--- config.mk ---
export PLATFORM = sky130hd
export DESIGN_NAME = pulse_stretcher_flat
export DESIGN_NICKNAME = d
export VERILOG_FILES = /design/src/rtl/pulse_stretcher_pkg.sv /design/src/rtl/pulse_stretcher_if.sv /design/src/rtl/pulse_stretch_counter.sv /design/src/rtl/pulse_stretcher.sv /design/src/flat_wrapper.sv
export SDC_FILE = /design/constraint.sdc
export NUM_CORES = 1
export LEC_CHECK = 0
export BUFFER_PORTS_ARGS = -buffer_cell sky130_fd_sc_hd__buf_2
export CAP_MARGIN = 0
export CORE_ASPECT_RATIO = 1.25
export CORE_UTILIZATION = 55
export DETAILED_ROUTE_END_ITERATION = 7
export GPL_TIMING_DRIVEN = 0
export HOLD_SLACK_MARGIN = 0.08
export PLACE_DENSITY = 0.76
export SLEW_MARGIN = 30
export SYNTH_ARGS = -nofsm -noshare
export SYNTH_HDL_FRONTEND = slang
export SYNTH_SLANG_ARGS = --single-unit
--- constraint.sdc ---
create_clock -name clk -period 3.26 [get_ports clk]
set_input_delay 0.326 -clock clk [delete_from_list [all_inputs] [get_ports clk]]
set_output_delay 0.326 -clock clk [all_outputs]
set_load 0.01 [all_outputs]
--- src/rtl/pulse_stretcher_pkg.sv ---
// Shared types and helpers for the pulse stretcher: FSM state encoding and
// the reload value used when the shared counter times the low gap.
package pulse_stretcher_pkg;

    typedef enum logic [1:0] {
        ST_IDLE = 2'd0,
        ST_HOLD = 2'd1,
        ST_GAP  = 2'd2
    } state_e;

    // Counter reload for a gap of gap_len cycles; a zero-length gap never loads.
    function automatic int gap_reload(input int gap_len);
        int val;
        if (gap_len > 32'sd0) begin
            val = gap_len - 32'sd1;
        end else begin
            val = 32'sd0;
        end
        return val;
    endfunction

endpackage

--- src/rtl/pulse_stretcher_if.sv ---
// Strobe-in / level-out bundle of the pulse stretcher. The master side drives
// the clear, enable, trigger and length; the slave side (the stretcher)
// returns the stretched level, busy flag and done strobe.
interface pulse_stretcher_if #(
    parameter int CNT_W = 8
);
    logic             i_sclr;
    logic             i_en;
    logic             i_pulse;
    logic [CNT_W-1:0] i_len;
    logic             o_level;
    logic             o_busy;
    logic             o_done;

    modport master (
        output i_sclr, i_en, i_pulse, i_len,
        input  o_level, o_busy, o_done
    );

    modport slave (
        input  i_sclr, i_en, i_pulse, i_len,
        output o_level, o_busy, o_done
    );
endinterface

--- src/rtl/pulse_stretch_counter.sv ---
// Loadable down-counter shared by the HOLD and GAP phases. It saturates at
// zero, so an idle counter simply sits at zero and reports o_zero.
module pulse_stretch_counter #(
    parameter int CNT_W = 8
) (
    input  logic             clk,
    input  logic             i_rst_n,
    input  logic             i_sclr,
    input  logic             i_en,
    input  logic             i_load,
    input  logic [CNT_W-1:0] i_ld_val,
    output logic             o_zero
);

    logic [CNT_W-1:0] cnt_r;

    // Count register: load takes priority over decrement, never wraps below zero.
    always_ff @(posedge clk or negedge i_rst_n) begin
        if (!i_rst_n) begin
            cnt_r <= {CNT_W{1'b0}};
        end else if (i_sclr) begin
            cnt_r <= {CNT_W{1'b0}};
        end else if (i_en) begin
            if (i_load) begin
                cnt_r <= i_ld_val;
            end else if (cnt_r != {CNT_W{1'b0}}) begin
                cnt_r <= cnt_r - CNT_W'(1);
            end else begin
                cnt_r <= cnt_r;
            end
        end else begin
            cnt_r <= cnt_r;
        end
    end

    assign o_zero = (cnt_r == {CNT_W{1'b0}});

endmodule

--- src/rtl/pulse_stretcher.sv ---
// Pulse stretcher: turns a single-cycle trigger into a level held high for
// i_len clock cycles, optionally followed by a forced low gap of GAP_LEN
// cycles. Build option PULSE_STRETCHER_RETRIGGER_EN lets a new trigger during
// the high phase restart the stretch without a low glitch.
module pulse_stretcher
    import pulse_stretcher_pkg::*;
#(
    parameter int CNT_W   = 8,
    parameter int GAP_LEN = 0
) (
    input  logic               clk,
    input  logic               i_rst_n,
    pulse_stretcher_if.slave   bus
);

    localparam bit               HAS_GAP = (GAP_LEN > 0);
    localparam logic [CNT_W-1:0] GAP_LD  = CNT_W'(gap_reload(GAP_LEN));

    state_e           state_r;
    state_e           state_nxt_s;
    logic             trig_s;
    logic             retrig_s;
    logic [CNT_W-1:0] len_m1_s;
    logic             cnt_load_s;
    logic [CNT_W-1:0] cnt_ld_val_s;
    logic             cnt_zero_s;
    logic             leave_hold_s;
    logic             level_nxt_s;
    logic             busy_nxt_s;
    logic             done_nxt_s;
    logic             level_r;
    logic             busy_r;
    logic             done_r;

    // A zero-length trigger is treated as no trigger at all.
    assign trig_s   = bus.i_pulse && (bus.i_len != {CNT_W{1'b0}});
    assign len_m1_s = bus.i_len - CNT_W'(1);

`ifdef PULSE_STRETCHER_RETRIGGER_EN
    assign retrig_s = trig_s;
`else
    assign retrig_s = 1'b0;
`endif

    pulse_stretch_counter #(
        .CNT_W (CNT_W)
    ) u_counter (
        .clk      (clk),
        .i_rst_n  (i_rst_n),
        .i_sclr   (bus.i_sclr),
        .i_en     (bus.i_en),
        .i_load   (cnt_load_s),
        .i_ld_val (cnt_ld_val_s),
        .o_zero   (cnt_zero_s)
    );

    // State register: clear wins over enable, disabled cycles freeze the FSM.
    always_ff @(posedge clk or negedge i_rst_n) begin
        if (!i_rst_n) begin
            state_r <= ST_IDLE;
        end else if (bus.i_sclr) begin
            state_r <= ST_IDLE;
        end else if (bus.i_en) begin
            state_r <= state_nxt_s;
        end else begin
            state_r <= state_r;
        end
    end

    // Next-state and counter control; retrigger in HOLD beats the exit check.
    always_comb begin
        state_nxt_s  = state_r;
        cnt_load_s   = 1'b0;
        cnt_ld_val_s = {CNT_W{1'b0}};
        leave_hold_s = 1'b0;
        case (state_r)
            ST_IDLE: begin
                if (trig_s) begin
                    state_nxt_s  = ST_HOLD;
                    cnt_load_s   = 1'b1;
                    cnt_ld_val_s = len_m1_s;
                end else begin
                    state_nxt_s  = ST_IDLE;
                end
            end
            ST_HOLD: begin
                if (retrig_s) begin
                    state_nxt_s  = ST_HOLD;
                    cnt_load_s   = 1'b1;
                    cnt_ld_val_s = len_m1_s;
                end else if (cnt_zero_s) begin
                    leave_hold_s = 1'b1;
                    if (HAS_GAP) begin
                        state_nxt_s  = ST_GAP;
                        cnt_load_s   = 1'b1;
                        cnt_ld_val_s = GAP_LD;
                    end else begin
                        state_nxt_s  = ST_IDLE;
                    end
                end else begin
                    state_nxt_s  = ST_HOLD;
                end
            end
            ST_GAP: begin
                if (cnt_zero_s) begin
                    state_nxt_s = ST_IDLE;
                end else begin
                    state_nxt_s = ST_GAP;
                end
            end
            default: begin
                state_nxt_s = ST_IDLE;
            end
        endcase
    end

    // Output decode from the upcoming state so the registered outputs line up with it.
    always_comb begin
        level_nxt_s = (state_nxt_s == ST_HOLD);
        busy_nxt_s  = (state_nxt_s != ST_IDLE);
        done_nxt_s  = leave_hold_s;
    end

    // Output registers: same clear/enable gating as the state, so done is held when frozen.
    always_ff @(posedge clk or negedge i_rst_n) begin
        if (!i_rst_n) begin
            level_r <= 1'b0;
            busy_r  <= 1'b0;
            done_r  <= 1'b0;
        end else if (bus.i_sclr) begin
            level_r <= 1'b0;
            busy_r  <= 1'b0;
            done_r  <= 1'b0;
        end else if (bus.i_en) begin
            level_r <= level_nxt_s;
            busy_r  <= busy_nxt_s;
            done_r  <= done_nxt_s;
        end else begin
            level_r <= level_r;
            busy_r  <= busy_r;
            done_r  <= done_r;
        end
    end

    assign bus.o_level = level_r;
    assign bus.o_busy  = busy_r;
    assign bus.o_done  = done_r;

endmodule
--- src/flat_wrapper.sv ---
// flat-port wrapper written by rule: the top's interface ports become plain ports
module pulse_stretcher_flat import pulse_stretcher_pkg::*;
#(
    parameter int CNT_W   = 8,
    parameter int GAP_LEN = 0
)
  (clk, i_rst_n, bus_i_sclr, bus_i_en, bus_i_pulse, bus_i_len, bus_o_level, bus_o_busy, bus_o_done);
  pulse_stretcher_if #(.CNT_W(CNT_W)) bus_i ();
  input  logic clk;
  input  logic i_rst_n;
  input wire logic [$bits(bus_i.i_sclr)-1:0] bus_i_sclr;
  input wire logic [$bits(bus_i.i_en)-1:0] bus_i_en;
  input wire logic [$bits(bus_i.i_pulse)-1:0] bus_i_pulse;
  input wire logic [$bits(bus_i.i_len)-1:0] bus_i_len;
  output wire logic [$bits(bus_i.o_level)-1:0] bus_o_level;
  output wire logic [$bits(bus_i.o_busy)-1:0] bus_o_busy;
  output wire logic [$bits(bus_i.o_done)-1:0] bus_o_done;
  assign bus_i.i_sclr = bus_i_sclr;
  assign bus_i.i_en = bus_i_en;
  assign bus_i.i_pulse = bus_i_pulse;
  assign bus_i.i_len = bus_i_len;
  assign bus_o_level = bus_i.o_level;
  assign bus_o_busy = bus_i.o_busy;
  assign bus_o_done = bus_i.o_done;
  pulse_stretcher #(.CNT_W(CNT_W), .GAP_LEN(GAP_LEN)) u_core (.clk(clk), .i_rst_n(i_rst_n), .bus(bus_i));
endmodule
# Yosys cells after proc, flatten, opt, wreduce, memory -nomap -nowiden
# Index checks and enable logic that the tools add are counted.
word_totals:
  regBits: 13
  latch_bits: 0
  ramBits: 0
  rom_bits: 0
  inputBits: 13
  out_inout_bits: 3
  wordCells: 41
  mem_count: 0
op_classes:
  addsub: 2
  n_mul: 0
  div: 0
  magnitude_cmp: 0
  n_eq_ne: 3
  shifts: 0
  muxes: 22
  bitwise_logic: 0
  n_reduce_logical: 9
op_table:
  columns: ["op", "count"]
  rows:
  - ["$mux 8", 6]
  - ["$reduce_bool 8->1", 2]
  - ["$sub 8x1->8 const B", 2]
  - ["$mux 1", 12]
  - ["$logic_not 8->1", 1]
  - ["$mux 2", 3]
  - ["$pmux 2 s3", 1]
  - ["$eq 2x1->1 const B", 2]
  - ["$reduce_bool 2->1", 2]
  - ["$reduce_bool 3->1", 1]
  - ["$eq 2x2->1 const B", 1]
  - ["$logic_not 2->1", 1]
  - ["$reduce_and 2->1", 1]
  - ["$logic_and 1x1->1", 1]

# Depth between registers and ports, before layout
# Gate-level depths: netlist of the first run.
logic_depth:
  depth_word: 7
  depth_mapped: 8
  ltp_nobuf: 7

# By module
# From an unflattened synthesis of the first run, not the netlist that was laid out.
hier_totals:
  hier_cells: 125
  area_unflattened_um2: 1072.3
by_module_without_submodules:
  columns: ["module", "instances", "cells_per_inst", "area_each_um2", "seq_area_each_um2"]
  rows:
  - ["pulse_stretch_counter", 1, 71, 629.4, 200.2]
  - ["pulse_stretcher", 1, 54, 442.9, 125.1]

# Least setup slack after synthesis of the first run
# Ideal clock, no wire load.
synth_timing:
  path_type: "register to register"
  start: "reg u_core.u_counter.cnt_r[0]"
  end: "reg u_core.busy_r (netlist: u_core.bus.o_busy)"
  setup_ns: 0.129
  arrival_ns: 1.789
  t_required_ns: 3.131
  path_slack_ns: 1.341
  path_stages_with_launch: 7
  path_buffers: 0
  period_less_slack_ns: 1.919
  cell_sequence: "dfrtp_1 > inv_1 > ha_1 > or4b_1 > or4_1 > a21oi_1 > a211oi_1"
synth_via:
  elab_chain_len: 6
  elab_cells_between_ends: 7
  cone_classes: "mux: 5; reduce/logical: 2"
synth_rtl:
  columns: ["item", "line_no", "source"]
  rows:
  - ["start: declaration", "pulse_stretch_counter.sv:15", "logic [CNT_W-1:0] cnt_r;"]
  - ["start signal: assignment", "pulse_stretch_counter.sv:20", "cnt_r <= {CNT_W{1'b0}};"]
  - ["start signal: assignment", "pulse_stretch_counter.sv:22", "cnt_r <= {CNT_W{1'b0}};"]
  - ["start signal: assignment", "pulse_stretch_counter.sv:25", "cnt_r <= i_ld_val;"]
  - ["$logic_not 8->1 (*)", "pulse_stretch_counter.sv:36", "assign o_zero = (cnt_r == {CNT_W{1'b0}});"]
  - ["$mux 1 / $mux 2 (equally long branches)", "pulse_stretcher.sv:91, pulse_stretcher.sv:105", null]
  - ["$pmux 2 s3 (*)", "pulse_stretcher.sv:76", "case (state_r)"]
  - ["$reduce_bool 2->1 (*)", "pulse_stretcher.sv:120", "busy_nxt_s = (state_nxt_s != ST_IDLE);"]
  - ["$mux 1 (*)", "pulse_stretcher.sv:134", "end else if (bus.i_en) begin"]
  - ["$mux 1 (*)", "pulse_stretcher.sv:130", "end else if (bus.i_sclr) begin"]
  - ["end signal: assignment", "pulse_stretcher.sv:136", "busy_r <= busy_nxt_s;"]
  - ["end signal: assignment", "pulse_stretcher.sv:140", "busy_r <= busy_r;"]
  - ["end: declaration", "pulse_stretcher.sv:32", "logic busy_r;"]
# Every way passes the cells marked *; elsewhere a longest branch is shown, timed or not. The select of a mux whose other input is x is not followed.
# A chain may end at the register's enable or synchronous reset.

# Worst setup path after layout of the first run
layout_timing:
  start: "reg u_core.u_counter.cnt_r[0]"
  end: "reg u_core.u_counter.cnt_r[4]"
layout_via:
  elab_chain_len: 5
  elab_cells_between_ends: 8
  cone_classes: "add/sub: 1; mux: 4; reduce/logical: 3"
layout_rtl:
  columns: ["item", "line_no", "source"]
  rows:
  - ["$sub 8x1->8", "pulse_stretch_counter.sv:27", "cnt_r <= cnt_r - CNT_W'(1);"]
  - ["$mux 8", "pulse_stretch_counter.sv:26", "end else if (cnt_r != {CNT_W{1'b0}}) begin"]
  - ["$mux 8", "pulse_stretch_counter.sv:24", "if (i_load) begin"]
  - ["$mux 8", "pulse_stretch_counter.sv:23", "end else if (i_en) begin"]
  - ["$mux 8", "pulse_stretch_counter.sv:21", "end else if (i_sclr) begin"]
# Parallel ways exist; a longest one is shown, timed or not. The select of a mux whose other input is x is not followed.

==> results of run 1 <==
layout by cell type, fill, tap and decap left out, types with 4 or more instances in the layout:
cell and count:
a21oi_1 5, buf_2 17, dfrtp_1 13, inv_1 6
mux2i_1 5, nand2_1 4, nand2b_1 5, nor2_1 11
o21ai_0 10, xnor2_1 4
per-stage QoR:
stage | area, µm² | utilization (%) | std cells | hold WS [ns]
finish | 1110 | 68.4 | 146 | 0.258
detailed placement | 1070 | 66.1 | 141 | 0.227
global placement | 1070 | 66.1 | 141 | 0.223
global route | 1110 | 68.4 | 146 | 0.269
floorplan | 975 | - | 108 | 0.0304
CTS | 1110 | 68.4 | 146 | 0.259
worst max-delay path by stage:
stage,startpoint,to,cells after the start
floorplan,u_core.u_counter.cnt_r[0]$_DFFE_PN0P_,u_core.bus.o_busy$_DFFE_PN0P_,6
global placement,u_core.u_counter.cnt_r[0]$_DFFE_PN0P_,u_core.u_counter.cnt_r[4]$_DFFE_PN0P_,7
detailed placement,u_core.u_counter.cnt_r[0]$_DFFE_PN0P_,u_core.u_counter.cnt_r[4]$_DFFE_PN0P_,7
CTS,u_core.u_counter.cnt_r[0]$_DFFE_PN0P_,u_core.u_counter.cnt_r[4]$_DFFE_PN0P_,7
global route,u_core.u_counter.cnt_r[0]$_DFFE_PN0P_,u_core.u_counter.cnt_r[4]$_DFFE_PN0P_,7
finish,u_core.u_counter.cnt_r[0]$_DFFE_PN0P_,u_core.u_counter.cnt_r[4]$_DFFE_PN0P_,7
cell usage after synthesis:
| master | count |
|---|---|
| nor4_1 | 1 |
| buf_6 | 1 |
| nor4_4 | 1 |
| o21ai_1 | 1 |
| ha_1 | 3 |
| o31a_1 | 1 |
| a21oi_1 | 5 |
| xnor2_1 | 4 |
| clkbuf_1 | 1 |
| nor2_1 | 11 |
| dfrtp_1 | 13 |
| nor3b_1 | 2 |
| o31ai_4 | 1 |
| a31oi_1 | 2 |
| a21boi_2 | 1 |
| and3b_1 | 1 |
| o311a_2 | 1 |
| nand3_1 | 3 |
| o21ai_0 | 10 |
| or4_4 | 1 |
| or4b_1 | 1 |
| nand2b_1 | 5 |
| inv_1 | 6 |
| mux2i_1 | 5 |
| nor3_2 | 1 |
| buf_2 | 2 |
| or3_2 | 2 |
| xor2_1 | 2 |
| o21bai_1 | 1 |
| nor3_1 | 2 |
| a32oi_1 | 2 |
| or4_1 | 2 |
| or3_1 | 2 |
| a311o_1 | 1 |
| nand2_1 | 4 |
| a22oi_1 | 2 |
| nor2b_1 | 1 |
| a211oi_1 | 3 |
flip-flops by register name (all words and copies together) (netlist names):
| register | flops |
|---|---|
| u_core.bus.o_done | 1 |
| u_core.u_counter.cnt_r | 8 |
| u_core.bus.o_level | 1 |
| u_core.bus.o_busy | 1 |
| u_core.state_r | 2 |
critical path: cells and delay by family (launching register included):
kind | cells | cell delay [ns]
AOI/OAI and AO/OA | 2 | 0.42
adders and majority gates | 1 | 0.17
buffers and inverters | 1 | 0.08
DFF | 1 | 0.43
and+or+nand+nor | 3 | 1.00
timing repair:
item	in CTS	in global routing
endpoints found under the setup margin	0	0
hold endpoints to repair	13	0
hold buffers	1	0
kinds of logic after synthesis:
family	share of synthesized area, %
fa+ha+maj	3.85
mux	5.13
simple gates	25.0
compound gates	22.3
xor+xnor	5.39
flops	33.4
buf+inv	4.88
routing by layer:
metal | routed length, µm | up-vias
met1 | 917 | 417
met3 | 62 | 4
met5 | 0 | -
met4 | 23 | 0
met2 | 1030 | 26
li1 | - | 440
cell type report:
type	count	area, µm²
buffer	4	25.0
clock buffer	4	26.3
fill	139	513
inverter	6	22.5
multi-input combinational	85	602
sequential	13	325
tap	18	22.5
timing repair buffer	16	85.1
where the power goes:
| part | leakage, nW | internal, mW | switching [mW] |
|---|---|---|---|
| Combinational | 0.307 | 0.0724 | 0.0881 |
| Clock | 0.0150 | 0.0474 | 0.0511 |
| Sequential | 0.173 | 0.176 | 0.0210 |
| Total | 0.495 | 0.296 | 0.160 |
==> flow_metrics.env, run 1 <==
export IMPL_ant_nets=0
export IMPL_r2r_cells=7
export IMPL_die_h_um=49.1
export IMPL_cts_buffers_inserted=3
export IMPL_dieArea_mm2=0.00195
export IMPL_hpwl_mm=1.58
export IMPL_cts_sinks=13
export IMPL_hold_viol_final=0
export IMPL_diodes=0
export IMPL_netlist_instances=108
export IMPL_grt_pass1_wl_mm=3.59
export IMPL_synth_largest_area_cell="dfrtp_1"
export IMPL_power_leakage_nw=0.495
export IMPL_antenna_found_initial=0
export IMPL_yosysUniqueCellTypes=38
export IMPL_ys_warnings_count=0
export IMPL_worstHoldEndpoint="u_core.u_counter.cnt_r[6]$_DFFE_PN0P_"
export IMPL_clockBufferDepth=2
export IMPL_slew_violations=0
export IMPL_regToRegStartpoint="u_core.u_counter.cnt_r[0]$_DFFE_PN0P_"
export IMPL_htree_levels=1
export IMPL_cp_slowest_stage_delay_ns=0.57
export IMPL_dieWidth_um=39.7
export IMPL_wl_per_cell_um=13.9
export IMPL_grt_pass1_vias=833
export IMPL_clk_pin_slew_worst_paths_ns=0.08
export IMPL_ios=16
export IMPL_grt_use_met1_pct=33.3
export IMPL_grt_use_total_pct=25.2
export IMPL_remaining_drc_errors=0
export IMPL_vias=887
export IMPL_area_growth_syn_to_layout_pct=13.7
export IMPL_crit_slowest_cell="or4b_1"
export IMPL_status="finished clean"
export IMPL_clk_latency_ns=0.27
export IMPL_power_mw=0.457
export IMPL_worst_endpoint_required_ns=3.42
export IMPL_cts_tree="done"
export IMPL_critPathArrivalTime_ns=2.38
export IMPL_fin_crit_sh_pct=68.0
export IMPL_grt_max_degree=14
export IMPL_setup_viol=0
export IMPL_rsz0062_at_grt="no"
export IMPL_period_needed_ns=2.22
export IMPL_core_area_mm2=0.00162
export IMPL_startpoint_type="flop"
export IMPL_setup_tns_final_ns=0
export IMPL_synth_top_area_share_pct=33.4
export IMPL_yosys_register_bits=13
export IMPL_slew_headroom_pct=63.3
export IMPL_drtIter0Drc=25
export IMPL_dr_pass1_iters=6
export IMPL_overflow=0
export IMPL_io_buffers=15
export IMPL_power_density_mw_per_mm2=412
export IMPL_cts_root_buf="clkbuf_4"
export IMPL_min_from="bus_i_sclr"
export IMPL_rrSetupSlack_ns=1.04
export IMPL_synth_yosys_seq_area_share_pct=33.4
export IMPL_cp_cell_sequence="inv_1 -> ha_1 -> or4b_1 -> nor4_4 -> a21boi_2 -> a32oi_1 -> nor2_1"
export IMPL_row_count=16
export IMPL_fin_skew_ns=0.00556
export IMPL_syn_nets=124
export IMPL_nets=145
export IMPL_drive_gt1_share_pct=22.7
export IMPL_top_usage_layer="met2"
export IMPL_gr_usage_met2_pct=41.8
export IMPL_start_util_pct=60.1
export IMPL_grt_use_met3_pct=4.11
export IMPL_synth_area_um2=975
export IMPL_routed_wl_mm=2.03
export IMPL_place_ws_ns=1.07
export IMPL_ir_drop_mv=0.216
export IMPL_path_class="flop to flop"
export IMPL_syn_mean_instance_area_um2=9.02
export IMPL_r2r_end="u_core.u_counter.cnt_r[4]$_DFFE_PN0P_"
export IMPL_hold_path_class="input pin to flop"
export IMPL_tightest_slew_ns=0.549
export IMPL_worst_slack_ns=1.04
export IMPL_critPathCaptureType="flop"
export IMPL_cts_resized=0
export IMPL_avgViaCountPerCell=6.08
export IMPL_hold_depth=2
export IMPL_fmax_ghz=0.451
export IMPL_cts_setup_buffers=0
export IMPL_gp_congestion=0.890
export IMPL_maxCapViolations=0
export IMPL_netlist_top_cells_area="dfrtp_1 (33%), mux2i_1 (5.1%), o21ai_0 (5.1%)"
export IMPL_crit_fanout=6
(Power assumes the default switching activity.)
==> inputs of run 2 (changes only) <==
--- a/config.mk
+++ b/config.mk
@@ -8,11 +8,11 @@
 export BUFFER_PORTS_ARGS = -buffer_cell sky130_fd_sc_hd__buf_2
 export CAP_MARGIN = 0
 export CORE_ASPECT_RATIO = 1.25
-export CORE_UTILIZATION = 55
+export CORE_UTILIZATION = 54
 export DETAILED_ROUTE_END_ITERATION = 7
 export GPL_TIMING_DRIVEN = 0
 export HOLD_SLACK_MARGIN = 0.08
-export PLACE_DENSITY = 0.76
+export PLACE_DENSITY = 0.75
 export SLEW_MARGIN = 30
 export SYNTH_ARGS = -nofsm -noshare
 export SYNTH_HDL_FRONTEND = slang
==> constraint.sdc (replaced) <==
create_clock -name clk -period 2.13 [get_ports clk]
set_input_delay 0.213 -clock clk [delete_from_list [all_inputs] [get_ports clk]]
set_output_delay 0.213 -clock clk [all_outputs]
set_load 0.01 [all_outputs]
==> run 2 against run 1 <==
Sequential cell count is the same. Non-clock buffer count increased by 2. Global-route usage up 0.35 points. Die area is 1.8% higher. Sequential power grew 54%. Register-to-register slack lost 0.94 ns. Wire length rose by 2.7%. Cell count is 1.4% higher. Count of clock-buffer cells in the layout unchanged. Fmax grew 9.1%. Critical path depth down 1. Highest routed layer unchanged.
==> flow_metrics.env, run 2 (synthesis results as in run 1) <==
export IMPL_r2r_cells=6
export IMPL_grt_max_degree=14
export IMPL_drive_gt1_share_pct=25.4
export IMPL_design_area_mm2=0.00113
export IMPL_sw_frac_of_total_pct=35.1
export IMPL_area_growth_syn_to_layout_pct=15.8
export IMPL_r2r_end="u_core.bus.o_level$_DFFE_PN0P_"
export IMPL_dr_pass1_iters=4
export IMPL_setup_viol=0
export IMPL_rrSetupSlack_ns=0.1
export IMPL_place_area_mm2=0.00107
export IMPL_power_leakage_nw=0.505
export IMPL_tightest_slew_ns=0.586
export IMPL_overflow=0
export IMPL_fin_crit_sh_pct=95.4
export IMPL_cts_sinks=13
export IMPL_p_clk_share_pct=21.6
export IMPL_largest_register_ffs=8
export IMPL_grt_pass1_wl_mm=3.46
export IMPL_io_buffers=15
export IMPL_clk_latency_ns=0.29
export IMPL_nets=147
export IMPL_dieArea_mm2=0.00198
export IMPL_setup_tns_final_ns=0
export IMPL_worst_endpoint_required_ns=2.28
export IMPL_avgViaCountPerCell=6.22
export IMPL_hpwl_mm=1.57
export IMPL_period_needed_ns=2.03
export IMPL_cts_tree="done"
export IMPL_ios=16
export IMPL_hold_viol_final=0
export IMPL_fin_skew_ns=0.00972
export IMPL_die_h_um=49.5
export IMPL_htree_levels=1
export IMPL_clockBufferDepth=2
export IMPL_ant_nets=0
export IMPL_slew_headroom_pct=60.9
export IMPL_grt_pass1_vias=809
export IMPL_reg_top3="u_core.u_counter.cnt_r x8, u_core.state_r x2"
export IMPL_gp_congestion=0.828
export IMPL_start_util_pct=60.1
export IMPL_top_register="u_core.u_counter.cnt_r"
export IMPL_crit_start="u_core.u_counter.cnt_r[0]$_DFFE_PN0P_"
export IMPL_core_area_mm2=0.00162
export IMPL_diodes=0
export IMPL_row_count=16
export IMPL_vias=920
export IMPL_slew_violations=0
export IMPL_cts_root_buf="clkbuf_4"
export IMPL_status="finished clean"
export IMPL_rsz0062_at_grt="no"
export IMPL_remaining_drc_errors=0
export IMPL_power_mw=0.727
export IMPL_crit_fanout=5
export IMPL_startpoint_type="flop"
export IMPL_grt_use_total_pct=25.6
export IMPL_antenna_found_initial=0
export IMPL_critPathCaptureType="flop"
export IMPL_combPwrFrac_pct=36.7
export IMPL_layout_common_cells="buf_2 (17), dfrtp_1 (12), nor2_1 (11)"
export IMPL_final_common_cell="buf_2"
export IMPL_internal_power_mw=0.472
export IMPL_dieWidth_um=40
export IMPL_power_switching_mw=0.255
export IMPL_ir_drop_mv=0.412
export IMPL_wl_per_cell_um=14.1
export IMPL_cts_buffers_inserted=3
export IMPL_worstSetupEndpoint="u_core.bus.o_level$_DFFE_PN0P_"
export IMPL_clk_pin_slew_worst_paths_ns=0.08
export IMPL_path_class="flop to flop"
export IMPL_drtIter0Drc=31
export IMPL_regToRegStartpoint="u_core.u_counter.cnt_r[0]$_DFFE_PN0P_"
export IMPL_seqPwrFrac_pct=41.7
export IMPL_fmax_ghz=0.492
export IMPL_power_density_mw_per_mm2=644
export IMPL_maxCapViolations=0
export IMPL_routed_wl_mm=2.09
export IMPL_critPathArrivalTime_ns=2.19
export IMPL_hold_path_class="input pin to flop"
## run 2: cell count changes in the layout (fill, tap and decap cells not counted)
cell / change
or4b_1: -1
dfrtp_2: +1
buf_4: +2
dfrtp_1: -1
or4b_4: +1
## run 2: metal layers
metal | global-route usage [%] | routed length [µm] | vias up
met2 | 38.7 | 1010 | 36
met1 | 31.9 | 935 | 432
li1 | - | - | 441
met4 | 14.9 | 61 | 0
met5 | 0 | 0 | -
met3 | 5.41 | 79 | 11
## run 2: how the worst min path moves through the flow
stage / to / depth (start not counted) / slack [ns] / from
after floorplan: u_core.bus.o_busy$_DFFE_PN0P_ / 0 / -0.08 / i_rst_n
after global placement: u_core.state_r[1]$_DFFE_PN0P_ / 1 / 0.11 / i_rst_n
after detailed placement: u_core.state_r[1]$_DFFE_PN0P_ / 1 / 0.12 / i_rst_n
after CTS: u_core.u_counter.cnt_r[6]$_DFFE_PN0P_ / 2 / 0.12 / bus_i_sclr
after global routing: u_core.u_counter.cnt_r[6]$_DFFE_PN0P_ / 2 / 0.13 / bus_i_sclr
final: u_core.u_counter.cnt_r[6]$_DFFE_PN0P_ / 2 / 0.12 / bus_i_sclr
## run 2: area by class of cell
type	count	area, µm²
inverter	6	22.5
multi-input combinational	85	606
timing repair buffer	18	100
tap	18	22.5
clock buffer	4	26.3
buffer	4	25.0
sequential	13	327
fill	131	493
## run 2: worst max-delay path, stage by stage (launching register included)
cell,delay (ns)
dfrtp_2,0.44
inv_1,0.07
ha_1,0.17
or4b_4,0.52
or4_1,0.46
a21oi_1,0.15
a211oi_1,0.09
## run 2: what timing repair did
action                     in CTS  in global routing
buffers inserted                1                  1
gates resized for setup         0                  2
hold endpoints to repair       13                  0
hold buffers                    1                  0
pin swaps                       1                  2
setup endpoints to repair       4                  9
## run 2: stage by stage
step                std cells  hold slack [ns]  utilization [%]  setup WS, ns
global route              148            0.127             69.6        0.0228
finish                    148            0.125             69.6        0.0971
floorplan                 108          -0.0826                -         0.211
CTS                       147            0.123             68.8       0.00750
global placement          141            0.113             66.1      -0.00428
detailed placement        141            0.116             66.1       -0.0378
## run 2: power groups by stage
stage / Sequential [mW] / Clock (mW) / Combinational, mW
3_3_place_gp: 0.305 / 0 / 0.239
2_1_floorplan: 0.300 / 0 / 0.181
3_5_place_dp: 0.306 / 0 / 0.244
5_1_grt: 0.309 / 0.176 / 0.294
4_1_cts: 0.301 / 0.160 / 0.255
6_report: 0.303 / 0.157 / 0.267
==> inputs of run 3 (changes only) <==
--- a/config.mk
+++ b/config.mk
@@ -5,14 +5,15 @@
 export SDC_FILE = /design/constraint.sdc
 export NUM_CORES = 1
 export LEC_CHECK = 0
+export ABC_AREA = 1
 export BUFFER_PORTS_ARGS = -buffer_cell sky130_fd_sc_hd__buf_2
 export CAP_MARGIN = 0
 export CORE_ASPECT_RATIO = 1.25
-export CORE_UTILIZATION = 54
+export CORE_UTILIZATION = 55
 export DETAILED_ROUTE_END_ITERATION = 7
 export GPL_TIMING_DRIVEN = 0
 export HOLD_SLACK_MARGIN = 0.08
-export PLACE_DENSITY = 0.75
+export PLACE_DENSITY = 0.76
 export SLEW_MARGIN = 30
 export SYNTH_ARGS = -nofsm -noshare
 export SYNTH_HDL_FRONTEND = slang
==> run 3 against run 2 <==
Critical path depth grew 3. Critical endpoint is now u_core.u_counter.cnt_r[4]$_DFFE_PN0P_. Register-to-register slack improved by 0.34 ns. Non-clock buffer count fell by 5. Largest cell class unchanged. Utilization fell by 0.47 points. Sequential cell count is the same. Fmax up 20%.
==> flow_metrics.env, run 3 <==
export IMPL_ir_drop_mv=0.386
export IMPL_gp_congestion=0.815
export IMPL_netlist_instances=146
export IMPL_power_switching_mw=0.355
export IMPL_layout_cells_non_filler=184
export IMPL_fmax_ghz=0.589
export IMPL_slew_violations=0
export IMPL_synth_largest_area_cell="dfrtp_1"
export IMPL_p_clk_share_pct=17.8
export IMPL_clk_latency_ns=0.27
export IMPL_clockBufferDepth=2
export IMPL_synthArstFlopShare_pct=100
export IMPL_synth_top_area_share_pct=32.5
export IMPL_startpoint_type="flop"
export IMPL_ant_nets=0
export IMPL_place_ws_ns=0.482
export IMPL_cts_buffers_inserted=3
export IMPL_critPathArrivalTime_ns=1.90
export IMPL_setup_tns_final_ns=0
export IMPL_synthTopCellsByCount="nand2_1 (41), nand3_1 (23), inv_1 (18)"
export IMPL_routed_wl_mm=2.05
export IMPL_rsz0062_at_grt="no"
export IMPL_cts_tree="done"
export IMPL_layout_common_cells="nand2_1 (41), nand3_1 (23), inv_1 (18)"
export IMPL_area_growth_syn_to_layout_pct=13.5
export IMPL_synth_edf_count=0
export IMPL_core_area_mm2=0.00164
export IMPL_combPwrFrac_pct=42.8
export IMPL_min_from="bus_i_len[0]"
export IMPL_period_needed_ns=1.70
export IMPL_netlist_top_cells_area="dfrtp_1 (33%), nand2_1 (15%), nand3_1 (12%)"
export IMPL_htree_levels=1
export IMPL_holdWs_ns=0.223
export IMPL_regToRegStartpoint="u_core.u_counter.cnt_r[0]$_DFFE_PN0P_"
export IMPL_seqPwrFrac_pct=39.4
export IMPL_syn_mean_instance_area_um2=6.85
export IMPL_die_h_um=49.7
export IMPL_hold_depth=4
export IMPL_synth_area_um2=1000
export IMPL_fin_skew_ns=0.00554
export IMPL_yosys_register_bits=13
export IMPL_ys_warnings_count=0
export IMPL_worst_endpoint_required_ns=2.33
export IMPL_yosysMostFrequentCell="nand2_1"
export IMPL_status="finished clean"
export IMPL_grt_pass1_vias=921
export IMPL_drive_gt1_share_pct=20.5
export IMPL_hpwl_mm=1.62
export IMPL_rrSetupSlack_ns=0.43
export IMPL_start_util_pct=60.9
export IMPL_overflow=0
export IMPL_critPathCaptureType="flop"
export IMPL_dr_pass1_iters=6
export IMPL_power_density_mw_per_mm2=758
export IMPL_r2r_end="u_core.u_counter.cnt_r[4]$_DFFE_PN0P_"
export IMPL_wl_per_cell_um=11.2
export IMPL_dp_cells=179
export IMPL_ios=16
export IMPL_hold_viol_final=0
export IMPL_path_class="flop to flop"
export IMPL_place_area_mm2=0.00110
export IMPL_fillCellCount=147
export IMPL_largest_register_ffs=8
export IMPL_cts_root_buf="clkbuf_4"
export IMPL_row_count=16
export IMPL_tightest_slew_ns=0.416
export IMPL_synth_yosys_seq_area_share_pct=32.5
export IMPL_hold_path_class="input pin to flop"
export IMPL_syn_nets=162
export IMPL_grt_pass1_wl_mm=3.67
export IMPL_power_mw=0.860
export IMPL_setup_viol=0
export IMPL_internal_power_mw=0.505
export IMPL_final_common_cell="nand2_1"
export IMPL_dieWidth_um=40.1
export IMPL_worstHoldEndpoint="u_core.u_counter.cnt_r[0]$_DFFE_PN0P_"
export IMPL_yosysUniqueCellTypes=22
export IMPL_grt_max_degree=14
export IMPL_io_buffers=15
export IMPL_maxCapViolations=0
export IMPL_drtIter0Drc=24
export IMPL_nets=183
export IMPL_diodes=0
export IMPL_final_util_pct=69.1
export IMPL_remaining_drc_errors=0
export IMPL_sw_frac_of_total_pct=41.2
export IMPL_top_register="u_core.u_counter.cnt_r"
export IMPL_clk_pin_slew_worst_paths_ns=0.09
export IMPL_reg_top3="u_core.u_counter.cnt_r x8, u_core.state_r x2"
export IMPL_antenna_found_initial=0
export IMPL_power_leakage_nw=0.567
export IMPL_slew_headroom_pct=72.3
export IMPL_yosys_most_used_dff="dfrtp_1"
export IMPL_grt_use_total_pct=25.5
export IMPL_design_area_mm2=0.00113
export IMPL_vias=990
export IMPL_worst_slack_ns=0.433
export IMPL_cts_resized=0
export IMPL_cts_sinks=13
export IMPL_fin_crit_sh_pct=79.7
export IMPL_dieArea_mm2=0.00199
export IMPL_r2r_cells=9
export IMPL_avgViaCountPerCell=5.38
export IMPL_crit_fanout=10
-- run 3: what timing repair did --
item                                   CTS  global route
endpoints found under the hold margin   13             0
hold buffers                             1             0
setup buffers                            0             0
-- run 3: kinds of logic (layout without fill, tap and decap cells) --
group | after synthesis | count (layout) | share of synthesized area (%)
flops | 13 | 13 | 32.5
simple gates | 93 | 93 | 43.7
compound gates | 17 | 17 | 11.3
xor+xnor | 1 | 1 | 0.876
buf+inv | 19 | 39 | 7.88
fa+ha+maj | 3 | 3 | 3.76
-- run 3: cell type report --
cell class                 count  area [µm²]  share of cell area [%]
multi-input combinational    114         596                    52.5
tap                           18        22.5                    1.98
buffer                         1        11.3                   0.992
clock inverter                 1        5.00                   0.441
clock buffer                   3        22.5                    1.98
sequential                    13         325                    28.7
inverter                      18        67.6                    5.95
timing repair buffer          16        85.1                    7.50
-- run 3: how the worst max path moves through the flow --
stage,start,to,slack (ns),depth (start not counted)
final,u_core.u_counter.cnt_r[0]$_DFFE_PN0P_,u_core.u_counter.cnt_r[4]$_DFFE_PN0P_,0.43,9
after global routing,u_core.u_counter.cnt_r[0]$_DFFE_PN0P_,u_core.u_counter.cnt_r[0]$_DFFE_PN0P_,0.29,9
after CTS,u_core.u_counter.cnt_r[0]$_DFFE_PN0P_,u_core.u_counter.cnt_r[3]$_DFFE_PN0P_,0.45,9
after detailed placement,u_core.u_counter.cnt_r[0]$_DFFE_PN0P_,u_core.u_counter.cnt_r[0]$_DFFE_PN0P_,0.48,9
after global placement,u_core.u_counter.cnt_r[0]$_DFFE_PN0P_,u_core.u_counter.cnt_r[6]$_DFFE_PN0P_,0.53,8
after floorplan,u_core.u_counter.cnt_r[0]$_DFFE_PN0P_,u_core.u_counter.cnt_r[6]$_DFFE_PN0P_,0.66,8
-- run 3: power groups by stage --
stage,Sequential [mW],Clock [mW],Combinational (mW)
after global routing,0.347,0.171,0.427
final,0.339,0.153,0.368
after floorplan,0.337,0,0.283
after detailed placement,0.342,0,0.365
after CTS,0.337,0.157,0.369
after global placement,0.340,0,0.355
-- run 3: worst max-delay path, stage by stage (launching register included) --
cell and delay, ns:
dfrtp_1 0.40, inv_1 0.09, ha_1 0.27, nand2_2 0.11, nor2_4 0.15, nand2_2 0.09, o21ai_4 0.22, buf_6 0.18
nand2_1 0.05, o21ai_1 0.07
-- run 3: per-layer routing --
metal / up-vias / routed length, µm / GRT usage [%] / share of wire [%]
li1: 520 / - / - / -
met1: 440 / 928 / 31.6 / 45
met2: 26 / 1010 / 44.6 / 49
met3: 4 / 74 / 1.35 / 3.6
met4: 0 / 38 / 6.90 / 1.9
met5: - / 0 / 0 / 0
